--- config.mk ---
export PLATFORM = sky130hd
export DESIGN_NAME = pipeline_hazard_ctrl
export DESIGN_NICKNAME = d
export VERILOG_FILES = /design/src/rtl/pipeline_hazard_ctrl.sv
export SDC_FILE = /design/constraint.sdc
export NUM_CORES = 1
export LEC_CHECK = 0
export CAP_MARGIN = 10
export CORE_MARGIN = 2
export CORE_UTILIZATION = 41
export DETAILED_ROUTE_END_ITERATION = 12
export HOLD_SLACK_MARGIN = 0.05
export PLACE_DENSITY = 0.75
export SLEW_MARGIN = 20
export SYNTH_ARGS = -nofsm -noshare
export SYNTH_HDL_FRONTEND = slang
export SYNTH_SLANG_ARGS = --single-unit
--- constraint.sdc ---
create_clock -name clk_i -period 1.7 [get_ports clk_i]
set_input_delay 0.17 -clock clk_i [delete_from_list [all_inputs] [get_ports clk_i]]
set_output_delay 0.17 -clock clk_i [all_outputs]
set_load 0.05 [all_outputs]
--- src/rtl/pipeline_hazard_ctrl.sv ---
// Purpose: pipeline sequencer for the 5-stage core; load-use, redirect, dmem-wait, debug halt/step control.
// Latency: stall/flush/bubble controls are combinational (same cycle); state, counters and timeout pulse are registered.
// Backpressure: a dmem wait freezes every stage; a load-use holds PC and IF/ID for one bubble; HALT drains older instructions.
module pipeline_hazard_ctrl #(
  parameter int MEM_TIMEOUT = 256,
  parameter int CNT_W       = 16
) (
  input  logic             clk_i,
  input  logic             rst_i,
  input  logic [4:0]       id_rs1_i,
  input  logic [4:0]       id_rs2_i,
  input  logic             id_uses_rs1_i,
  input  logic             id_uses_rs2_i,
  input  logic [4:0]       de_rd_i,
  input  logic             de_mem_read_i,
  input  logic             ex_redirect_i,
  input  logic             em_mem_req_i,
  input  logic             dmem_ready_i,
  input  logic             halt_req_i,
  input  logic             resume_i,
  input  logic             step_i,
  input  logic             cnt_clr_i,
  output logic             pc_stall_o,
  output logic             fd_stall_o,
  output logic             fd_flush_o,
  output logic             de_stall_o,
  output logic             de_bubble_o,
  output logic             em_stall_o,
  output logic             halted_o,
  output logic             mem_timeout_o,
  output logic [CNT_W-1:0] stall_cnt_o
);

  // Wait counter only needs to reach MEM_TIMEOUT-1; the abort fires there, so it never wraps.
  localparam int              WC_W    = $clog2(MEM_TIMEOUT);
  localparam logic [WC_W-1:0] WC_LAST = WC_W'(MEM_TIMEOUT - 1);

  typedef enum logic [1:0] {
    S_RUN      = 2'd0,
    S_MEM_WAIT = 2'd1,
    S_HALT     = 2'd2,
    S_STEP     = 2'd3
  } state_t;

  state_t           r_state;
  state_t           w_state_nxt;
  logic [WC_W-1:0]  r_wait_cnt;
  logic [WC_W-1:0]  w_wait_nxt;
  logic             r_mem_timeout;
  logic             w_timeout_nxt;
  logic [CNT_W-1:0] r_stall_cnt;

  logic w_freeze;
  logic w_lu;
  logic w_rs1_hit;
  logic w_rs2_hit;

  assign w_freeze  = em_mem_req_i & ~dmem_ready_i;
  assign w_rs1_hit = id_uses_rs1_i & (id_rs1_i == de_rd_i);
  assign w_rs2_hit = id_uses_rs2_i & (id_rs2_i == de_rd_i);
  // x0 is never a real destination, so a load to x0 cannot create a hazard.
  assign w_lu      = de_mem_read_i & (de_rd_i != 5'd0) & (w_rs1_hit | w_rs2_hit);

  // Pipeline controls: freeze beats redirect beats halt-drain beats load-use; all quiet during reset.
  always_comb begin
    pc_stall_o  = 1'b0;
    fd_stall_o  = 1'b0;
    fd_flush_o  = 1'b0;
    de_stall_o  = 1'b0;
    de_bubble_o = 1'b0;
    em_stall_o  = 1'b0;
    if (!rst_i) begin
      if (w_freeze) begin
        pc_stall_o = 1'b1;
        fd_stall_o = 1'b1;
        de_stall_o = 1'b1;
        em_stall_o = 1'b1;
      end else if (ex_redirect_i) begin
        // Redirect is honoured even in HALT so an in-flight branch can drain.
        fd_flush_o  = 1'b1;
        de_bubble_o = 1'b1;
      end else if (r_state == S_HALT || w_lu) begin
        pc_stall_o  = 1'b1;
        fd_stall_o  = 1'b1;
        de_bubble_o = 1'b1;
      end
    end
  end

  // Next-state logic for the run / dmem-wait / debug halt / single-step sequencer.
  always_comb begin
    w_state_nxt   = r_state;
    w_wait_nxt    = r_wait_cnt;
    w_timeout_nxt = 1'b0;
    case (r_state)
      S_RUN: begin
        if (w_freeze) begin
          w_state_nxt = S_MEM_WAIT;
          w_wait_nxt  = '0;
        end else if (halt_req_i) begin
          w_state_nxt = S_HALT;
        end
      end
      S_MEM_WAIT: begin
        if (dmem_ready_i) begin
          w_state_nxt = halt_req_i ? S_HALT : S_RUN;
          w_wait_nxt  = '0;
        end else if (r_wait_cnt == WC_LAST) begin
          w_state_nxt   = S_HALT;
          w_wait_nxt    = '0;
          w_timeout_nxt = 1'b1;
        end else begin
          w_wait_nxt = r_wait_cnt + WC_W'(1);
        end
      end
      S_HALT: begin
        if (resume_i) begin
          w_state_nxt = S_RUN;
        end else if (step_i) begin
          w_state_nxt = S_STEP;
        end
      end
      S_STEP: begin
        // The first unstalled cycle lets exactly one instruction into ID/EX.
        if (!w_freeze && !w_lu) begin
          w_state_nxt = S_HALT;
        end
      end
      default: begin
        w_state_nxt = S_RUN;
        w_wait_nxt  = '0;
      end
    endcase
  end

  // Sequencer state, wait counter and the one-cycle timeout pulse.
  always_ff @(posedge clk_i) begin
    if (rst_i) begin
      r_state       <= S_RUN;
      r_wait_cnt    <= '0;
      r_mem_timeout <= 1'b0;
    end else begin
      r_state       <= w_state_nxt;
      r_wait_cnt    <= w_wait_nxt;
      r_mem_timeout <= w_timeout_nxt;
    end
  end

  // Saturating count of PC-stall cycles; clear wins over increment.
  always_ff @(posedge clk_i) begin
    if (rst_i) begin
      r_stall_cnt <= '0;
    end else if (cnt_clr_i) begin
      r_stall_cnt <= '0;
    end else if (pc_stall_o && (r_stall_cnt != {CNT_W{1'b1}})) begin
      r_stall_cnt <= r_stall_cnt + CNT_W'(1);
    end
  end

  assign halted_o      = (r_state == S_HALT);
  assign mem_timeout_o = r_mem_timeout;
  assign stall_cnt_o   = r_stall_cnt;

endmodule
## Yosys cells after proc, flatten, opt, wreduce, memory -nomap -nowiden

Cells that the tools add are included.
W data, S select, Z words.

- Multiplexer cells: 26
- Eq/ne operators: 12
- Add/sub/neg operators: 2
- Bitwise operators: 8
- Reductions and logical operators: 12

Operator list:

| operator | number |
|---|---|
| $mux W8 | 3 |
| $add A16 B1 Y16 const B | 1 |
| $mux W2 | 8 |
| $ne A16 B16 Y1 const B | 1 |
| $pmux W8 S2 | 1 |
| $mux W1 | 13 |
| $eq A5 B5 Y1 | 2 |
| $ne A3 B3 Y1 const B | 3 |
| $add A8 B1 Y8 const B | 1 |
| $eq A8 B8 Y1 const B | 1 |
| $pmux W2 S4 | 1 |
| $and A1 B1 Y1 | 5 |
| $reduce_bool A5 Y1 | 1 |
| $eq A2 B2 Y1 const B | 2 |
| $ne A2 B2 Y1 const B | 2 |
| $reduce_and A4 Y1 | 1 |
| $reduce_or A3 Y1 | 1 |
| $eq A2 B1 Y1 const B | 1 |
| $logic_and A1 B1 Y1 | 2 |
| $logic_not A1 Y1 | 2 |
| $logic_not A2 Y1 | 1 |
| $not A1 Y1 | 2 |
| $reduce_and A2 Y1 | 1 |
| $reduce_bool A2 Y1 | 1 |
| 3 further kinds | 3 |

- Output and inout port bits: 24
- Input bits: 27
- Register bits after elaboration: 27
- Word-level logic and storage cells: 64

## Depth between registers and ports, before layout

Gate-level depths: netlist of run 1.

- Depth after elaboration: 10
- Mapped depth: 8
- Depth with buffers taken out: 6

## Least setup slack after synthesis of run 1

Ideal clock, no wire load.

- Path type: register to register
- Start point: reg r_stall_cnt[2], in the netlist stall_cnt_o[2]
- End point: reg r_stall_cnt[1], in the netlist stall_cnt_o[1]
- Path slack: -541 ps
- Stages on the path, launching flop included: 9
- Library setup time: 128 ps
- Clock period less this slack: 2241 ps
- Data arrival time: 2113 ps
- Data required time: 1572 ps
- Buffers on the path: 2
- Cells stage by stage: dfxtp_1 and4_1 buf_2 nand2_1 nor4_1 o31a_1 buf_2 mux2i_1 nor2_1

- Word-level cells in the longest chain between the ends: 2

Ends and longest elaborated chain:

| item | line | source |
|---|---|---|
| from (decl) | 51 | `logic [CNT_W-1:0] r_stall_cnt;` |
| from (signal assigned) | 156 | `r_stall_cnt <= r_stall_cnt + CNT_W'(1);` |
| $ne A16 B16 Y1 | 155 | `end else if (pc_stall_o && (r_stall_cnt != {CNT_W{1'b1}})) begin` |
| $logic_and A1 B1 Y1 | 155 |  |

Every way passes these cells.
A chain may end at the register's enable or synchronous reset.

## Worst setup path after layout of run 1

- Start point: in id_rs1_i[3]
- End point: reg r_stall_cnt[13], in the netlist stall_cnt_o[13]

- Word-level cells in the longest chain between the ends: 10

Ends and longest elaborated chain:

| item | line | source |
|---|---|---|
| from (decl) | 10 | `input logic [4:0] id_rs1_i,` |
| $eq A5 B5 Y1 | 59 | `assign w_rs1_hit = id_uses_rs1_i & (id_rs1_i == de_rd_i);` |
| $and A1 B1 Y1 | 59 |  |
| $or A1 B1 Y1 | 62 | `assign w_lu = de_mem_read_i & (de_rd_i != 5'd0) & (w_rs1_hit \| w_rs2_hit);` |
| $and A1 B1 Y1 | 62 |  |
| $logic_or A1 B1 Y1 | 82 | `end else if (r_state == S_HALT \|\| w_lu) begin` |
| $mux W1 | 82 |  |
| $mux W1 | 78 | `end else if (ex_redirect_i) begin` |
| $mux W1 | 73 | `if (w_freeze) begin` |
| $mux W1 | 72 | `if (!rst_i) begin` |
| $logic_and A1 B1 Y1 | 155 |  |

Every way passes these cells.

==> summary.txt, run 1 <==
Detailed routing
  – Wire per inst: about 16 um
  – # DRC: 0
  – Top routing layer in use: met4
  – Pre-antenna DRT Iters: 4
  – Met1 wire length: ~2.3 mm
  – Metal3 WL: about 300 um
  – Via Count: between 1500 and 2000
  – Antenna Nets Post-Route: 0
  – Routed wire length: ~5.7 mm
  – Initial DRC count: 67
  – Met2 wire length: 2.895 mm
  – Via density: roughly 5.5

Clock tree
  – Longest Clk Path Bufs: 2
  – Worst-path clk slew: ~0.1 ns
  – CTS sink cnt: 27
  – Total CTS buffers: 3
  – Root buffer cell: clkbuf_8
  – Hold_buf cts: 0
  – Maximum level of the CTS H-tree: 1
  – Clock Latency Late Sink: 0.28 ns
  – CTS tree: built

Die
  – Die Y: 65.69 um
  – DIE AREA: approximately 4300 um^2
  – CORE AREA: about 3700 um^2
  – Width of the die: around 66 um
  – IO Count: between 50 and 60
  – Row cnt: 22
  – Initial core utilization: roughly 43%

Layout
  – Synthesis-to-finish area growth: 84.84%
  – Commonest non-fill, non-tap cell in the layout: buf_4
  – Fillers: between 200 and 250
  – Share of post-route cells with drive strength above 1: between 50% and 60%
  – Nets@finish: roughly 330
  – # diodes: 0
  – Commonest non-fill, non-tap cells in the layout: 66 x buf_4, 17 x nor2_1, 16 x nand2_1

Synthesis
  – Ranking of synthesized cells by area: dfxtp_1 35%, xor2_1 6.7%, a21oi_1 5.5%
  – Synthesized area: 1560 um^2
  – Synth warn: 0
  – Mean Syn Cell Area: 8.001 um^2
  – #FFs+latches synth: 27
  – Predominant post-synthesis flop cell: dfxtp_1
  – Post-synth EDFFs: 0
  – Sequential area share after synthesis: approximately a third
  – Cells after synthesis: about 200
  – Largest area contributor in the netlist: dfxtp_1
  – Mapped Nets: between 200 and 250
  – Library cells used by synthesis: 40
  – Post-synth ARST share: 0%
  – Synth top area share: roughly a third

Timing
  – Setup violations, final: 19
  – Fmax: 0.5052 GHz
  – Final setup skew: 0.002212 ns
  – Final worst setup slack: -0.2795 ns
  – RSZ-0062 raised after global routing: yes
  – Slew HR: 67.19%
  – Crit share post-route: 116.4%
  – WHS: 0.5050 ns
  – Min Tclk post-route: slightly below 2 ns
  – Fin. max-slew vios: 0
  – Final hold vios: 0
  – Worst Max-Slew Pin Slew: 0.4906 ns

Min path
  – HP Start: rst_i
  – Hold Crit Class: in2reg
  – Hold Path Depth: 4
  – WHS Endpoint: r_wait_cnt[1]

Power and ir drop
  – Combinational Power Share: 31.6%
  – Leakage power total: roughly 1.2 nW
  – Max VDD drop: around 0.35 mV
  – Sw Ratio: a little under a third
  – Clock share of power: 25.9%
  – Net Switching: ~460 uW
  – Seq pwr share: 42.5%
  – Pint: 1.044 mW
  – Pwr dens: ~520 nW/um^2

Global route
  – Tot GR Track Use: a little under a quarter
  – Initial antenna violation count: 0
  – Largest net degree at the start of global routing: 17
  – First-pass GRT wire length: 7.728 mm
  – Total gr overflow: 0
  – Vias in the first global route: between 1500 and 2000

Placed design
  – Port Buffers: 50
  – Post-DP HPWL: about 3.4 mm
  – Gpl congestion: about 0.83
  – Pre-CTS setup slack: -0.7763 ns

Worst setup path
  – Crit path DAT: roughly 2.2 ns
  – RR Endpoint: stall_cnt_o[13]
  – FF-to-FF path depth: 7
  – R2r setup slk: -0.27 ns
  – Data required time at the worst endpoint: 1.91 ns
  – Crit path capture type: flip-flop
  – Crit path kind: in2reg
  – Critical path peak fanout: 4
  – CP Launch Type: input port
  – Worst R2R Start: stall_cnt_o[6]

Flow run
  – Max cap viols: 0

Status
  – Status: finished, violations left
  – Violated checks: negative setup slack
-- per-layer routing --
layer,vias to the layer above,track usage [%]
met1,900,27.59
li1,927,-
met2,76,40.40
met3,19,4.110
met5,-,0
met4,0,8.854
-- timing repair --
item | in CTS | in global routing
endpoints found under the hold margin | 0 | 0
pin swaps | 35 | 21
setup endpoints to repair | 20 | 18
cloned | 1 | 0
resized for setup | 82 | 31
setup buffers | 9 | 7
-- synth_stat cells, types with 2 or more instances --
cell       n
a21oi_1   17
and2_1     3
and4_1     4
buf_2      3
buf_4      2
clkbuf_1   3
dfxtp_1   27
ha_1       2
inv_1      4
nand2_1   18
nand2b_1   3
nand3_1    5
nand4_1    4
nor2_1    18
nor2b_1    3
nor3_1     6
nor3b_1    4
nor4_1     3
o211a_1    2
o21a_1     3
o21ai_0    8
o31a_1     2
o31ai_1    4
or3_1      9
or4_1      8
xnor2_1    5
xor2_1    12
-- power groups by stage --
stage	registers [mW]	logic, mW	clock network, mW
2_1_floorplan	0.658	0.185	0
3_5_place_dp	0.651	0.391	0
3_3_place_gp	0.651	0.385	0
4_1_cts	0.638	0.432	0.388
5_1_grt	0.640	0.499	0.420
6_report	0.638	0.475	0.389
-- how the worst max path moves through the flow --
stage | from | end | depth (start not counted)
after CTS | stall_cnt_o[6] | stall_cnt_o[1] | 9
after floorplan | stall_cnt_o[3] | stall_cnt_o[14] | 6
after global routing | stall_cnt_o[6] | stall_cnt_o[13] | 7
after global placement | de_rd_i[1] | stall_cnt_o[11] | 8
final | id_rs1_i[3] | stall_cnt_o[13] | 8
after detailed placement | de_rd_i[2] | stall_cnt_o[11] | 8
-- cells by family after synthesis --
| logic type | Yosys count | synth area share [%] |
|---|---|---|
| and+or+nand+nor | 91 | 31.52 |
| AOI/OAI and AO/OA | 45 | 18.45 |
| DFF | 27 | 34.64 |
| xor gates and xnor gates | 17 | 9.543 |
| buffers and inverters | 12 | 3.608 |
| adders and majority gates | 2 | 1.604 |
| muxes | 1 | 0.6416 |
-- layout make-up --
cell class / count / area (um^2) / area share, %
Clock buffer: 3 / 41.29 / 1.432
Clock inverter: 1 / 6.256 / 0.2169
Inverter: 4 / 17.52 / 0.6074
Multi-Input combinational cell: 156 / 1165 / 40.39
Sequential cell: 27 / 585.6 / 20.30
Tap cell: 48 / 60.06 / 2.082
Timing Repair Buffer: 113 / 1008 / 34.97
-- through the flow --
| stage | std cells | utilization, % | total power, mW | cell area, um^2 | setup TNS, ns |
|---|---|---|---|---|---|
| 2_1_floorplan | 195 | - | 0.8426 | 1652 | -1.467 |
| 3_3_place_gp | 331 | 68.49 | 1.036 | 2507 | -11.83 |
| 3_5_place_dp | 331 | 68.49 | 1.042 | 2507 | -13.44 |
| 4_1_cts | 345 | 74.50 | 1.458 | 2728 | -1.854 |
| 5_1_grt | 352 | 78.78 | 1.559 | 2884 | -4.120 |
| 6_report | 352 | 78.78 | 1.502 | 2884 | -3.398 |
-- state kept, by name, indices dropped and copies added (netlist names) --
signal,cells
stall_cnt_o,16
r_wait_cnt,8
r_state,2
mem_timeout_o,1
-- worst max-delay path, cell delays in order --
cell and delay, ns:
buf_6 0.10, xor2_1 0.17, nor4_2 0.35, a32oi_2 0.19, o31a_1 0.38, buf_4 0.17, or4_1 0.51, a21oi_1 0.15
No activity file was read; power rests on OpenSTA's default activity.
==> run 2: changes to the inputs <==
--- a/config.mk
+++ b/config.mk
@@ -6,6 +6,7 @@
 export NUM_CORES = 1
 export LEC_CHECK = 0
 export CAP_MARGIN = 10
+export CORE_ASPECT_RATIO = 1.5
 export CORE_MARGIN = 2
 export CORE_UTILIZATION = 41
 export DETAILED_ROUTE_END_ITERATION = 12
==> summary.txt, run 2 (synthesized netlist as in run 1, its figures left out) <==
Worst setup path
  – Crit path capture type: flip-flop
  – Data required time at the worst endpoint: 1.89 ns
  – Critical path peak fanout: 5
  – CP Launch Type: flip-flop
  – Crit path DAT: around 2.1 ns
  – Crit path kind: reg2reg

Global route
  – First-pass GRT wire length: approximately 8.3 mm
  – Global Route met2 Usage: 49.76%
  – Initial antenna violation count: 0
  – Largest net degree at the start of global routing: 17
  – Tot GR Track Use: between 20% and 30%
  – Top Usage Layer GRT: met2
  – Met1 Usage GRT: 25.99%
  – Total gr overflow: 0
  – Vias in the first global route: ~1900
  – Met3 usage: approximately 2.6%

Detailed routing
  – Initial DRC count: 47
  – Via density: about 5.7
  – Via Count: 1945
  – Wire per inst: between 15 and 20 um
  – Pre-antenna DRT Iters: 4
  – Routed wire length: between 5 and 6 mm
  – Antenna Nets Post-Route: 0
  – # DRC: 0

Timing
  – RSZ-0062 raised after global routing: yes
  – Fin. max-slew vios: 0
  – Fmax: roughly 0.53 GHz
  – Min Tclk post-route: ~1.9 ns
  – Crit share post-route: 110.5%
  – Slew HR: between 60 and 70%
  – Final setup skew: 0.003135 ns
  – WHS: about 0.54 ns
  – Setup violations, final: 19
  – Final hold vios: 0
  – Worst Max-Slew Pin Slew: a little under 0.5 ns
  – Final worst setup slack: -0.1787 ns

Layout
  – Nets@finish: 329
  – Share of post-route cells with drive strength above 1: between 40 and 50%
  – Commonest non-fill, non-tap cells in the layout: 63 x buf_4, 16 x nor2_1, 16 x nand2_1
  – # diodes: 0
  – Commonest non-fill, non-tap cell in the layout: buf_4
  – Synthesis-to-finish area growth: 84.76%
  – Flip-flop count of the largest register after layout: 16
  – Post-Layout Cell Count: between 300 and 400

Power and ir drop
  – Seq pwr share: a little over two fifths
  – Net Switching: around 450 uW
  – Clock share of power: between 20% and 30%
  – Combinational Power Share: between 30% and 40%
  – Pwr dens: around 520 nW/um^2
  – Max VDD drop: 0.5337 mV
  – Sw Ratio: 30.29%
  – Pint: around 1.0 mW
  – Final Power: about 1.5 mW
  – Leakage power total: 1.176 nW

Clock tree
  – Clock Latency Late Sink: ~0.27 ns
  – Hold_buf cts: 0
  – Maximum level of the CTS H-tree: 1
  – CTS tree: built
  – CTS sink cnt: 27
  – Root buffer cell: clkbuf_8
  – Longest Clk Path Bufs: 2
  – Worst-path clk slew: about 0.10 ns
  – Total CTS buffers: 3

Placed design
  – Port Buffers: 50
  – Post-DP HPWL: 3.579 mm
  – Gpl congestion: 0.8053
  – Post-Place Cells: around 320

Status
  – Violated checks: negative setup slack
  – Status: finished, violations left

Die
  – CORE AREA: about 3600 um^2
  – Die Y: slightly below 80 um
  – Row cnt: 27
  – DIE AREA: 4325 um^2
  – Width of the die: between 50 and 60 um
  – Initial core utilization: roughly 43%
  – IO Count: a little over 50

Min path
  – Hold Crit Class: reg2reg

Flow run
  – Max cap viols: 0
run 2: stage by stage:
stage          TNS, ns  worst slack (ns)  utilization [%]  cell area (um^2)
6_report        -1.905           -0.1787            79.01              2883
5_1_grt         -2.939           -0.2186            79.01              2883
4_1_cts         -1.217           -0.1158            76.20              2780
3_5_place_dp    -15.28           -0.8681            68.42              2496
3_3_place_gp    -13.32           -0.7571            68.42              2496
2_1_floorplan   -1.467           -0.1410                -              1652
run 2: worst max-delay path: stages (launching register included):
cell     delay (ns)
dfxtp_4        0.36
and4_4         0.26
nand2_4        0.06
nor4_4         0.30
buf_4          0.15
o31a_1         0.28
buf_6          0.15
o31ai_2        0.06
a21oi_1        0.17
run 2: path summary, 6_finish.rpt:
| path | start | to | slack [ns] | cells past startpoint |
|---|---|---|---|---|
| max | stall_cnt_o[6] | stall_cnt_o[13] | -0.18 | 8 |
| min reg2reg | r_wait_cnt[7] | r_wait_cnt[7] | 0.54 | 2 |
| min | r_wait_cnt[7] | r_wait_cnt[7] | 0.54 | 2 |
| max reg2reg | stall_cnt_o[6] | stall_cnt_o[13] | -0.18 | 8 |
run 2: repair_timing:
| action | CTS | global route |
|---|---|---|
| endpoints found under the setup margin | 20 | 19 |
| pin swaps | 33 | 18 |
| buffers inserted | 8 | 5 |
| hold endpoints to repair | 0 | 0 |
| gates cloned | 2 | 0 |
| gates resized for setup | 93 | 18 |
run 2: metal layers:
layer / share of wire [%] / vias up
met5: 0 / -
met2: 57 / 77
met1: 36 / 924
met3: 4.4 / 21
met4: 3.0 / 0
li1: - / 923
run 2: final cells by class:
cell class | instances | area, um^2
Sequential cell | 27 | 585.6
Inverter | 4 | 17.52
Timing Repair Buffer | 107 | 988.4
Fill cell | 218 | 765.7
Multi-Input combinational cell | 157 | 1189
Tap cell | 43 | 53.80
Clock buffer | 3 | 41.29
Clock inverter | 1 | 7.507
run 2: power groups by stage:
stage	combinational (mW)	sequential (mW)	clock [mW]
after floorplan	0.185	0.658	0
final	0.472	0.637	0.382
after detailed placement	0.400	0.651	0
after global placement	0.394	0.651	0
after global routing	0.498	0.639	0.420
after CTS	0.455	0.636	0.384
